File: src/rtl/uart_pkg.sv
// Shared UART definitions: receiver FSM encoding, datapath widths and the
// half-bit helper used to find the middle of the start bit.
package uart_pkg;

  localparam int UART_CYCLE_W = 21;
  localparam int UART_DATA_W  = 8;

  // Receiver frame-tracking states.
  typedef enum logic [2:0] {
    ST_IDLE  = 3'd0,
    ST_START = 3'd1,
    ST_DATA  = 3'd2,
    ST_STOP  = 3'd3,
    ST_BREAK = 3'd4
  } uart_state_t;

  // Clocks from the start edge to the middle of the start bit.
  function automatic logic [UART_CYCLE_W-1:0] half_period(
    input logic [UART_CYCLE_W-1:0] period
  );
    return period >> 1;
  endfunction

endpackage

File: src/rtl/sync_ff.sv
// N-stage single-bit synchronizer with a configurable reset value, used to
// bring asynchronous pins into the clk domain.
module sync_ff #(
  parameter int   N         = 2,
  parameter logic RESET_VAL = 1'b1
) (
  input  logic clk,
  input  logic rst_n,
  input  logic d,
  output logic q
);

  logic [N-1:0] chain_r;

  // Shift the asynchronous input through the flop chain.
  always_ff @(posedge clk or negedge rst_n) begin
    if (!rst_n) begin
      chain_r <= {N{RESET_VAL}};
    end else begin
      chain_r <= {chain_r[N-2:0], d};
    end
  end

  assign q = chain_r[N-1];

endmodule

File: src/rtl/uart_rx.sv
// 8N1 UART receiver. Shares the runtime baud divisor with the transmitter
// (cycle+1 clocks per bit), samples each bit at its middle and hands bytes
// out on a valid/ready interface with frame-error and overrun pulses.
module uart_rx
  import uart_pkg::*;
#(
  parameter int SYNC_STAGES = 2
) (
  input  logic                    clk,
  input  logic                    rst_n,
  input  logic [UART_CYCLE_W-1:0] cycle,
  input  logic                    rx_pin,
  output logic [UART_DATA_W-1:0]  rx_data,
  output logic                    rx_data_valid,
  input  logic                    rx_data_ready,
  output logic                    frame_error,
  output logic                    overrun
);

  uart_state_t             state_r;
  logic [UART_CYCLE_W-1:0] cnt_r;
  logic [UART_CYCLE_W-1:0] cycle_lat_r;
  logic [2:0]              bit_cnt_r;
  logic [UART_DATA_W-1:0]  shreg_r;
  logic                    rx_d_r;
  logic                    rx_sync_s;
  logic                    fall_s;
  logic                    accept_s;
  logic                    cnt_zero_s;

  // The line idles high, so the chain resets to 1 to avoid a false start.
  sync_ff #(
    .N         (SYNC_STAGES),
    .RESET_VAL (1'b1)
  ) u_sync (
    .clk   (clk),
    .rst_n (rst_n),
    .d     (rx_pin),
    .q     (rx_sync_s)
  );

  assign fall_s     = rx_d_r & ~rx_sync_s;
  assign accept_s   = rx_data_valid & rx_data_ready;
  assign cnt_zero_s = (cnt_r == {UART_CYCLE_W{1'b0}});

  // Edge register: previous synchronized line level for falling-edge detect.
  always_ff @(posedge clk or negedge rst_n) begin
    if (!rst_n) begin
      rx_d_r <= 1'b1;
    end else begin
      rx_d_r <= rx_sync_s;
    end
  end

  // Frame FSM with bit timing, byte assembly and output handshake.
  always_ff @(posedge clk or negedge rst_n) begin
    if (!rst_n) begin
      state_r       <= ST_IDLE;
      cnt_r         <= {UART_CYCLE_W{1'b0}};
      cycle_lat_r   <= {UART_CYCLE_W{1'b0}};
      bit_cnt_r     <= 3'd0;
      shreg_r       <= {UART_DATA_W{1'b0}};
      rx_data       <= {UART_DATA_W{1'b0}};
      rx_data_valid <= 1'b0;
      frame_error   <= 1'b0;
      overrun       <= 1'b0;
    end else begin
      frame_error <= 1'b0;
      overrun     <= 1'b0;
      if (accept_s) begin
        rx_data_valid <= 1'b0;
      end

      case (state_r)
        ST_IDLE: begin
          if (fall_s) begin
            cycle_lat_r <= cycle;
            cnt_r       <= half_period(cycle);
            state_r     <= ST_START;
          end
        end

        ST_START: begin
          if (cnt_zero_s) begin
            if (!rx_sync_s) begin
              cnt_r     <= cycle_lat_r;
              bit_cnt_r <= 3'd0;
              state_r   <= ST_DATA;
            end else begin
              // Line went back high before mid-start: a glitch, not a frame.
              state_r <= ST_IDLE;
            end
          end else begin
            cnt_r <= cnt_r - {{(UART_CYCLE_W-1){1'b0}}, 1'b1};
          end
        end

        ST_DATA: begin
          if (cnt_zero_s) begin
            shreg_r[bit_cnt_r] <= rx_sync_s;
            cnt_r              <= cycle_lat_r;
            if (bit_cnt_r == 3'd7) begin
              state_r <= ST_STOP;
            end else begin
              bit_cnt_r <= bit_cnt_r + 3'd1;
            end
          end else begin
            cnt_r <= cnt_r - {{(UART_CYCLE_W-1){1'b0}}, 1'b1};
          end
        end

        ST_STOP: begin
          if (cnt_zero_s) begin
            if (rx_sync_s) begin
              // Acceptance on this edge frees the slot for the new byte.
              if (!rx_data_valid || accept_s) begin
                rx_data       <= shreg_r;
                rx_data_valid <= 1'b1;
              end else begin
                overrun <= 1'b1;
              end
              // Returning at mid-stop lets a start in the late stop half be seen.
              state_r <= ST_IDLE;
            end else begin
              frame_error <= 1'b1;
              state_r     <= ST_BREAK;
            end
          end else begin
            cnt_r <= cnt_r - {{(UART_CYCLE_W-1){1'b0}}, 1'b1};
          end
        end

        ST_BREAK: begin
          // Hold off until the line recovers so a stuck-low line cannot retrigger.
          if (rx_sync_s) begin
            state_r <= ST_IDLE;
          end
        end

        default: begin
          state_r <= ST_IDLE;
        end
      endcase
    end
  end

endmodule

File: config.mk
export PLATFORM = sky130hd
export DESIGN_NAME = uart_rx
export DESIGN_NICKNAME = d
export VERILOG_FILES = /design/src/rtl/uart_pkg.sv /design/src/rtl/sync_ff.sv /design/src/rtl/uart_rx.sv
export SDC_FILE = /design/constraint.sdc
export NUM_CORES = 1
export LEC_CHECK = 0
export BUFFER_PORTS_ARGS = -buffer_cell sky130_fd_sc_hd__buf_2
export CELL_PAD_IN_SITES_DETAIL_PLACEMENT = 0
export CELL_PAD_IN_SITES_GLOBAL_PLACEMENT = 1
export CORE_MARGIN = 3
export CORE_UTILIZATION = 45
export CTS_BUF_LIST = sky130_fd_sc_hd__clkbuf_8
export DETAILED_ROUTE_END_ITERATION = 10
export GPL_ROUTABILITY_DRIVEN = 1
export PLACE_DENSITY_LB_ADDON = 0.1
export SYNTH_ARGS = -nofsm -noshare
export SYNTH_HDL_FRONTEND = slang
export SYNTH_SLANG_ARGS = --single-unit
File: constraint.sdc
create_clock -name clk -period 4.92 [get_ports clk]
set_clock_uncertainty 0.05 [all_clocks]
set_input_delay 1.476 -clock clk [delete_from_list [all_inputs] [get_ports clk]]
set_output_delay 1.476 -clock clk [all_outputs]
set_load 0.05 [all_outputs]
==> results of run 1 <==
[sequential cells by signal, indices dropped and copies added, names as in the netlist]
| register | flops |
|---|---|
| bit_cnt_r | 3 |
| cnt_r | 21 |
| cycle_lat_r | 21 |
| frame_error | 1 |
| overrun | 1 |
| rx_d_r | 1 |
| rx_data | 8 |
| rx_data_valid | 1 |
| shreg_r | 8 |
| state_r | 3 |
| u_sync.chain_r | 2 |
[cells by family (layout without fill, tap and decap cells)]
| group | count (synthesis) | in the layout |
|---|---|---|
| AND/OR/NAND/NOR | 140 | 140 |
| AO/OA/AOI/OAI | 86 | 86 |
| flip-flops | 70 | 70 |
| multiplexers | 42 | 42 |
| buffers and inverters | 30 | 61 |
| XOR/XNOR | 6 | 6 |
| adder cells (fa/ha/maj) | 4 | 4 |
[cells in the mapped netlist, types with 5 or more instances]
library cell,instances,area [sq um]
nor3_1,17,85.1
o2bb2ai_1,7,61.3
nand2_1,30,113
nor2_1,34,128
nor4_1,6,37.5
clkbuf_1,20,75.1
a21oi_1,17,85.1
dfrtp_1,67,1680
a222oi_1,6,60.1
mux2_2,39,439
o21ai_0,23,115
or4_1,5,37.5
nand3_1,11,55.1
inv_1,5,18.8
[final timing paths]
path | start | endpoint | cells after the start
min | u_sync.chain_r[0]$_DFF_PN1_ | u_sync.chain_r[1]$_DFF_PN1_ | 0
max in group asynchronous | rst_n | cnt_r[8]$_DFFE_PN0P_ | 2
max | cnt_r[8]$_DFFE_PN0P_ | cnt_r[9]$_DFFE_PN0P_ | 6
min in group asynchronous | rst_n | rx_data_valid$_DFF_PN0_ | 2
min reg2reg | u_sync.chain_r[0]$_DFF_PN1_ | u_sync.chain_r[1]$_DFF_PN1_ | 0
max reg2reg | cnt_r[8]$_DFFE_PN0P_ | cnt_r[9]$_DFFE_PN0P_ | 6
[metrics by stage]
stage	utilization	hold WS, ps	total power [mW]	cells	worst slack [ps]
2_1_floorplan	-	295	1.14	378	2470
3_3_place_gp	0.495	296	1.26	498	1900
3_5_place_dp	0.495	298	1.26	498	1810
4_1_cts	0.523	306	1.81	514	1810
5_1_grt	0.523	310	1.91	514	1530
6_report	0.523	301	1.80	514	1770
[area by class of cell]
type / instances / area, sq um / share of cell area
Inverter: 5 / 18.8 / 0.00436
Multi-Input combinational cell: 278 / 1950 / 0.453
Tap cell: 105 / 131 / 0.0305
Sequential cell: 70 / 1760 / 0.408
Clock inverter: 5 / 81.3 / 0.0189
Timing Repair Buffer: 40 / 213 / 0.0495
Clock buffer: 11 / 151 / 0.0352
[per-layer routing]
layer	routed length [um]	global-route usage	vias up
met3	712	0.0457	22
met5	0	0	-
li1	-	-	1470
met2	4390	0.313	122
met4	192	0.0693	0
met1	4810	0.334	1573
[critical path: cells and delay by family (launching register included)]
| kind | cells | cell delay, ps |
|---|---|---|
| AO/OA/AOI/OAI | 3 | 1400 |
| flip-flops | 1 | 490 |
| AND/OR/NAND/NOR | 3 | 1110 |
[where the power goes]
part           switching, mW  internal (mW)
clock network          0.226          0.313
logic                  0.198          0.190
registers              0.180          0.694
==> out/qor.txt, run 1 <==
total setup buffers inserted after CTS: 0
largest net degree at the start of global routing: 71
Max rail drop VDD: 0.199 mV
DRT antenna net count: 0
number of design-rule violations left by the first detailed-router iteration: 277
Final Setup Violations: 0
Synth Area in Compound Gates: 0.154
relative slew slack: 0.294
vertical die dimension: 98.2 um
cell with the largest stage delay on the worst path: a21oi_1
total iterations of the first detailed-routing run: 5
fraction of the cycle the final worst path needs: 0.640
register-to-register setup slack: 1770 ps
buffer type at the clock tree root: clkbuf_8
I/O pins: 36
combinational family with the most area after synthesis: simple AND/OR/NAND/NOR gates
Final Cell Area: 0.00430 sq mm
total placed instance area: 0.00407 sq mm
gate count after technology mapping: 378
floorplan die width: 98.2 um
layout-stage area growth over the synthesis result: 12.4%
total number of yosys warnings: 0
# fillers: 775
number of CTS-inserted buffers: 9
layout cell share with drive strength beyond 1: 0.276
total clock sinks: 70
adder-cell share of the synthesized area: 0.0131
clock-pin transition on the worst setup and hold timing paths: 80 ps
number of buffers inserted by port buffering: 35
post-layout net count: 433
Resized cells post-CTS: 0
clock latency reported for the late side of the worst-skew pair: 350 ps
Total Routing Usage GR: 0.219
WL/cell: 19.7 um
classification of the worst-slack hold path: flip-flop to flip-flop
Post-Synthesis Net Count: 407
initial standard-cell utilization of the core: 0.466
Async SR Flop Fraction: 1.00
total of flip-flops plus latches after synthesis: 70
final slew viol count: 0
Final TNS setup: 0 ps
data required time of the critical path: 5110 ps
number of buffers on the longest clock path: 2
vias: 3187
leakage dissipation: 1.84 nW
Post-Route WL: 10100 um
combined area of all synthesized cells: 0.00383 sq mm
portion of the post-synthesis area used by sequential elements: 0.459
Post-CTS Hold Buffers: 0
primary flip-flop cell chosen by synthesis mapping: dfrtp_1
distinct cell type count after synthesis: 59
first-pass GRT wire length: 16700 um
Startpoint Class: flip-flop
crit end category: flip-flop
Cell Chain, Critical Path: nor2_1, nand2_1, or2_4, a21oi_1, o21ai_0, a211o_1
most common cell after layout, fill and taps aside: dfrtp_1
Final Hold Vio Count: 0
maximum fanout encountered on the critical timing path: 15
most frequent cells in the layout: dfrtp_1 (67), mux2_2 (39), buf_2 (35), nor2_1 (33), nand2_1 (30)
area inside the core boundary: 0.00822 sq mm
number of maximum-capacitance violations: 0
mux cell area share after synthesis: 0.123
number of enable-type register cells in the synthesized netlist: 0
type of the setup path with the least slack: flip-flop to flip-flop
power per cell area: 419 mW/mm^2
global route overflow: 0
final estimated routing congestion in global placement: 0.865
mean cell area of the mapped netlist: 10.1 sq um
crit path DAT: 3340 ps
number of standard-cell rows in the floorplan: 33
number of DRC violations after detailed routing: 0
setup repair after global routing missed its margin: no
simple-gate share of the synthesized area: 0.205
number of global-route vias before repair: 3035
TritonCTS clock tree: yes
run status: completed
count of H-tree levels built during CTS: 3
synthesized-area fraction occupied by xor and xnor cells: 0.0137
count of antenna diodes in the layout: 0
final HPWL from detailed placement: 6910 um
via count normalized by instance count: 6.20
overall die area: 0.00965 sq mm
maximum single-stage delay on the critical path: 830 ps
Worst-Margin Slew: 1060 ps
highest achievable clock rate: 317 MHz
initial antenna violation count: 0
min cycle time layout: 3150 ps
Power figures use the tool's default switching activity.
==> run 2: changes to the inputs <==
--- a/config.mk
+++ b/config.mk
@@ -9,7 +9,7 @@
 export CELL_PAD_IN_SITES_DETAIL_PLACEMENT = 0
 export CELL_PAD_IN_SITES_GLOBAL_PLACEMENT = 1
 export CORE_MARGIN = 3
-export CORE_UTILIZATION = 45
+export CORE_UTILIZATION = 44
 export CTS_BUF_LIST = sky130_fd_sc_hd__clkbuf_8
 export DETAILED_ROUTE_END_ITERATION = 10
 export GPL_ROUTABILITY_DRIVEN = 1
==> constraint.sdc (replaced) <==
create_clock -name clk -period 2.7 [get_ports clk]
set_clock_uncertainty 0.05 [all_clocks]
set_input_delay 0.81 -clock clk [delete_from_list [all_inputs] [get_ports clk]]
set_output_delay 0.81 -clock clk [all_outputs]
set_load 0.05 [all_outputs]
==> out/qor.txt, run 2 (synthesis results as in run 1) <==
total placed instance area: 0.00419 sq mm (+3.0%)
run status: completed
WL/cell: 19.1 um (-2.9%)
total iterations of the first detailed-routing run: 6 (+1)
first-pass GRT wire length: 16800 um (+0.24%)
number of standard-cell rows in the floorplan: 33 (unchanged)
final estimated routing congestion in global placement: 0.932 (+7.8%)
Post-Route WL: 10100 um (+0.27%)
Cells after DPL: 511 (+2.6%)
TritonCTS clock tree: yes
R2R depth: 8 (+2)
Startpoint Class: flip-flop
post-layout net count: 450 (+3.9%)
type of the setup path with the least slack: flip-flop to flip-flop
initial antenna violation count: 0 (unchanged)
classification of the worst-slack hold path: flip-flop to flip-flop
largest registers: cnt_r x21, cycle_lat_r x21
worst reg2reg startpoint: cnt_r[0]$_DFFE_PN0P_
total clock sinks: 70 (unchanged)
area inside the core boundary: 0.00834 sq mm (+1.5%)
Final Hold Vio Count: 0 (unchanged)
buffer type at the clock tree root: clkbuf_8
number of CTS-inserted buffers: 9 (unchanged)
highest achievable clock rate: 391 MHz (+23%)
number of global-route vias before repair: 3210 (+5.8%)
post-place setup slack: 177 ps (-1630 ps)
vias: 3193 (+0.19%)
floorplan die width: 99.3 um (+1.1%)
maximum fanout encountered on the critical timing path: 5 (-10)
Final Cell Area: 0.00443 sq mm (+3.0%)
data required time of the critical path: 2930 ps (-2180 ps)
terminus of the critical flop-to-flop path: cnt_r[12]$_DFFE_PN0P_
I/O pins: 36 (unchanged)
global route overflow: 0 (unchanged)
setup slack of the critical path after layout: 142 ps (-1630 ps)
crit end category: flip-flop
capture point of the critical path: cnt_r[12]$_DFFE_PN0P_
largest net degree at the start of global routing: 71 (unchanged)
clock latency reported for the late side of the worst-skew pair: 350 ps (about the same)
clock-pin transition on the worst setup and hold timing paths: 80 ps (about the same)
final slew viol count: 0 (unchanged)
Worst-Margin Slew: 763 ps (-295 ps)
register-to-register setup slack: 140 ps (-1630 ps)
Final Setup Violations: 0 (unchanged)
DRT antenna net count: 0 (unchanged)
most common cell after layout, fill and taps aside: dfrtp_1
number of design-rule violations left by the first detailed-router iteration: 261 (-5.8%)
vertical die dimension: 99.3 um (+1.1%)
post-layout instance count excluding filler cells: 531 (+3.3%)
overall die area: 0.00985 sq mm (+2.1%)
Hold Crit Start: u_sync.chain_r[0]$_DFF_PN1_
Total Routing Usage GR: 0.216 (-0.00369)
worst setup path start: cnt_r[0]$_DFFE_PN0P_
number of buffers on the longest clock path: 2 (unchanged)
most frequent cells in the layout: dfrtp_1 (67), mux2_2 (39), buf_2 (35), nor2_1 (33), nand2_1 (30)
layout cell share with drive strength beyond 1: 0.308 (+0.0312)
Post-CTS Hold Buffers: 0 (unchanged)
via count normalized by instance count: 6.01 (-3.0%)
number of maximum-capacitance violations: 0 (unchanged)
leakage dissipation: 1.93 nW (+4.8%)
fraction of the cycle the final worst path needs: 0.947 (+0.307)
relative slew slack: 0.487 (+0.193)
layout-stage area growth over the synthesis result: 15.7%
count of antenna diodes in the layout: 0 (unchanged)
Max rail drop VDD: 0.306 mV (+54%)
final HPWL from detailed placement: 7100 um (+2.8%)
number of buffers inserted by port buffering: 35 (unchanged)
initial standard-cell utilization of the core: 0.459 (-0.00692)
count of H-tree levels built during CTS: 3 (unchanged)
setup repair after global routing missed its margin: no
crit path DAT: 2780 ps (-560 ps)
number of DRC violations after detailed routing: 0 (unchanged)
Final TNS setup: 0 ps (unchanged)
min cycle time layout: 2560 ps (-592 ps)
power per cell area: 721 mW/mm^2 (+72%)
run 2: per-stage QoR:
| stage | power (mW) | utilization | hold WS (ps) |
|---|---|---|---|
| after floorplan | 2.08 | - | 295 |
| after global placement | 2.32 | 0.502 | 297 |
| after detailed placement | 2.33 | 0.502 | 298 |
| after CTS | 3.20 | 0.526 | 311 |
| after global routing | 3.39 | 0.531 | 317 |
| final | 3.19 | 0.531 | 310 |
run 2: where the power goes:
part / internal, mW / total (mW) / switching, mW
sequential: 1.26 / 1.60 / 0.334
clock: 0.449 / 0.863 / 0.414
combinational: 0.373 / 0.734 / 0.360
total: 2.09 / 3.19 / 1.11
run 2: worst min path at each step:
stage                                  endpoint  cells after the start
floorplan           u_sync.chain_r[1]$_DFF_PN1_                      0
global placement    u_sync.chain_r[1]$_DFF_PN1_                      0
detailed placement  u_sync.chain_r[1]$_DFF_PN1_                      0
CTS                 u_sync.chain_r[1]$_DFF_PN1_                      0
global route        u_sync.chain_r[1]$_DFF_PN1_                      0
finish              u_sync.chain_r[1]$_DFF_PN1_                      0
run 2: worst max-delay path: stages (launching register included):
cell and delay, ps:
dfrtp_1 420, inv_1 140, ha_1 160, nor4b_2 280, nand4_2 210, nor3_1 680
a22oi_1 210, o41ai_1 140, a22o_1 200
run 2: layout make-up:
cell class                 instances  area (sq um)
tap                              105           131
timing repair buffer              57           365
fill                             776          3910
inverter                           5          18.8
clock buffer                      10           138
multi-input combinational        278          1960
sequential                        70          1760
clock inverter                     6          61.3
run 2: routing by layer:
metal  global-route usage  part of all wire  vias up
li1                     -                 -     1504
met1                0.308              0.46     1553
met2                0.326              0.45      113
met3               0.0414             0.061       23
met4               0.0819             0.023        0
met5                    0                 0        -
run 2: what timing repair did:
item	in CTS	in global routing
resized for setup	0	3
setup endpoints to repair	0	4
setup buffers	0	4
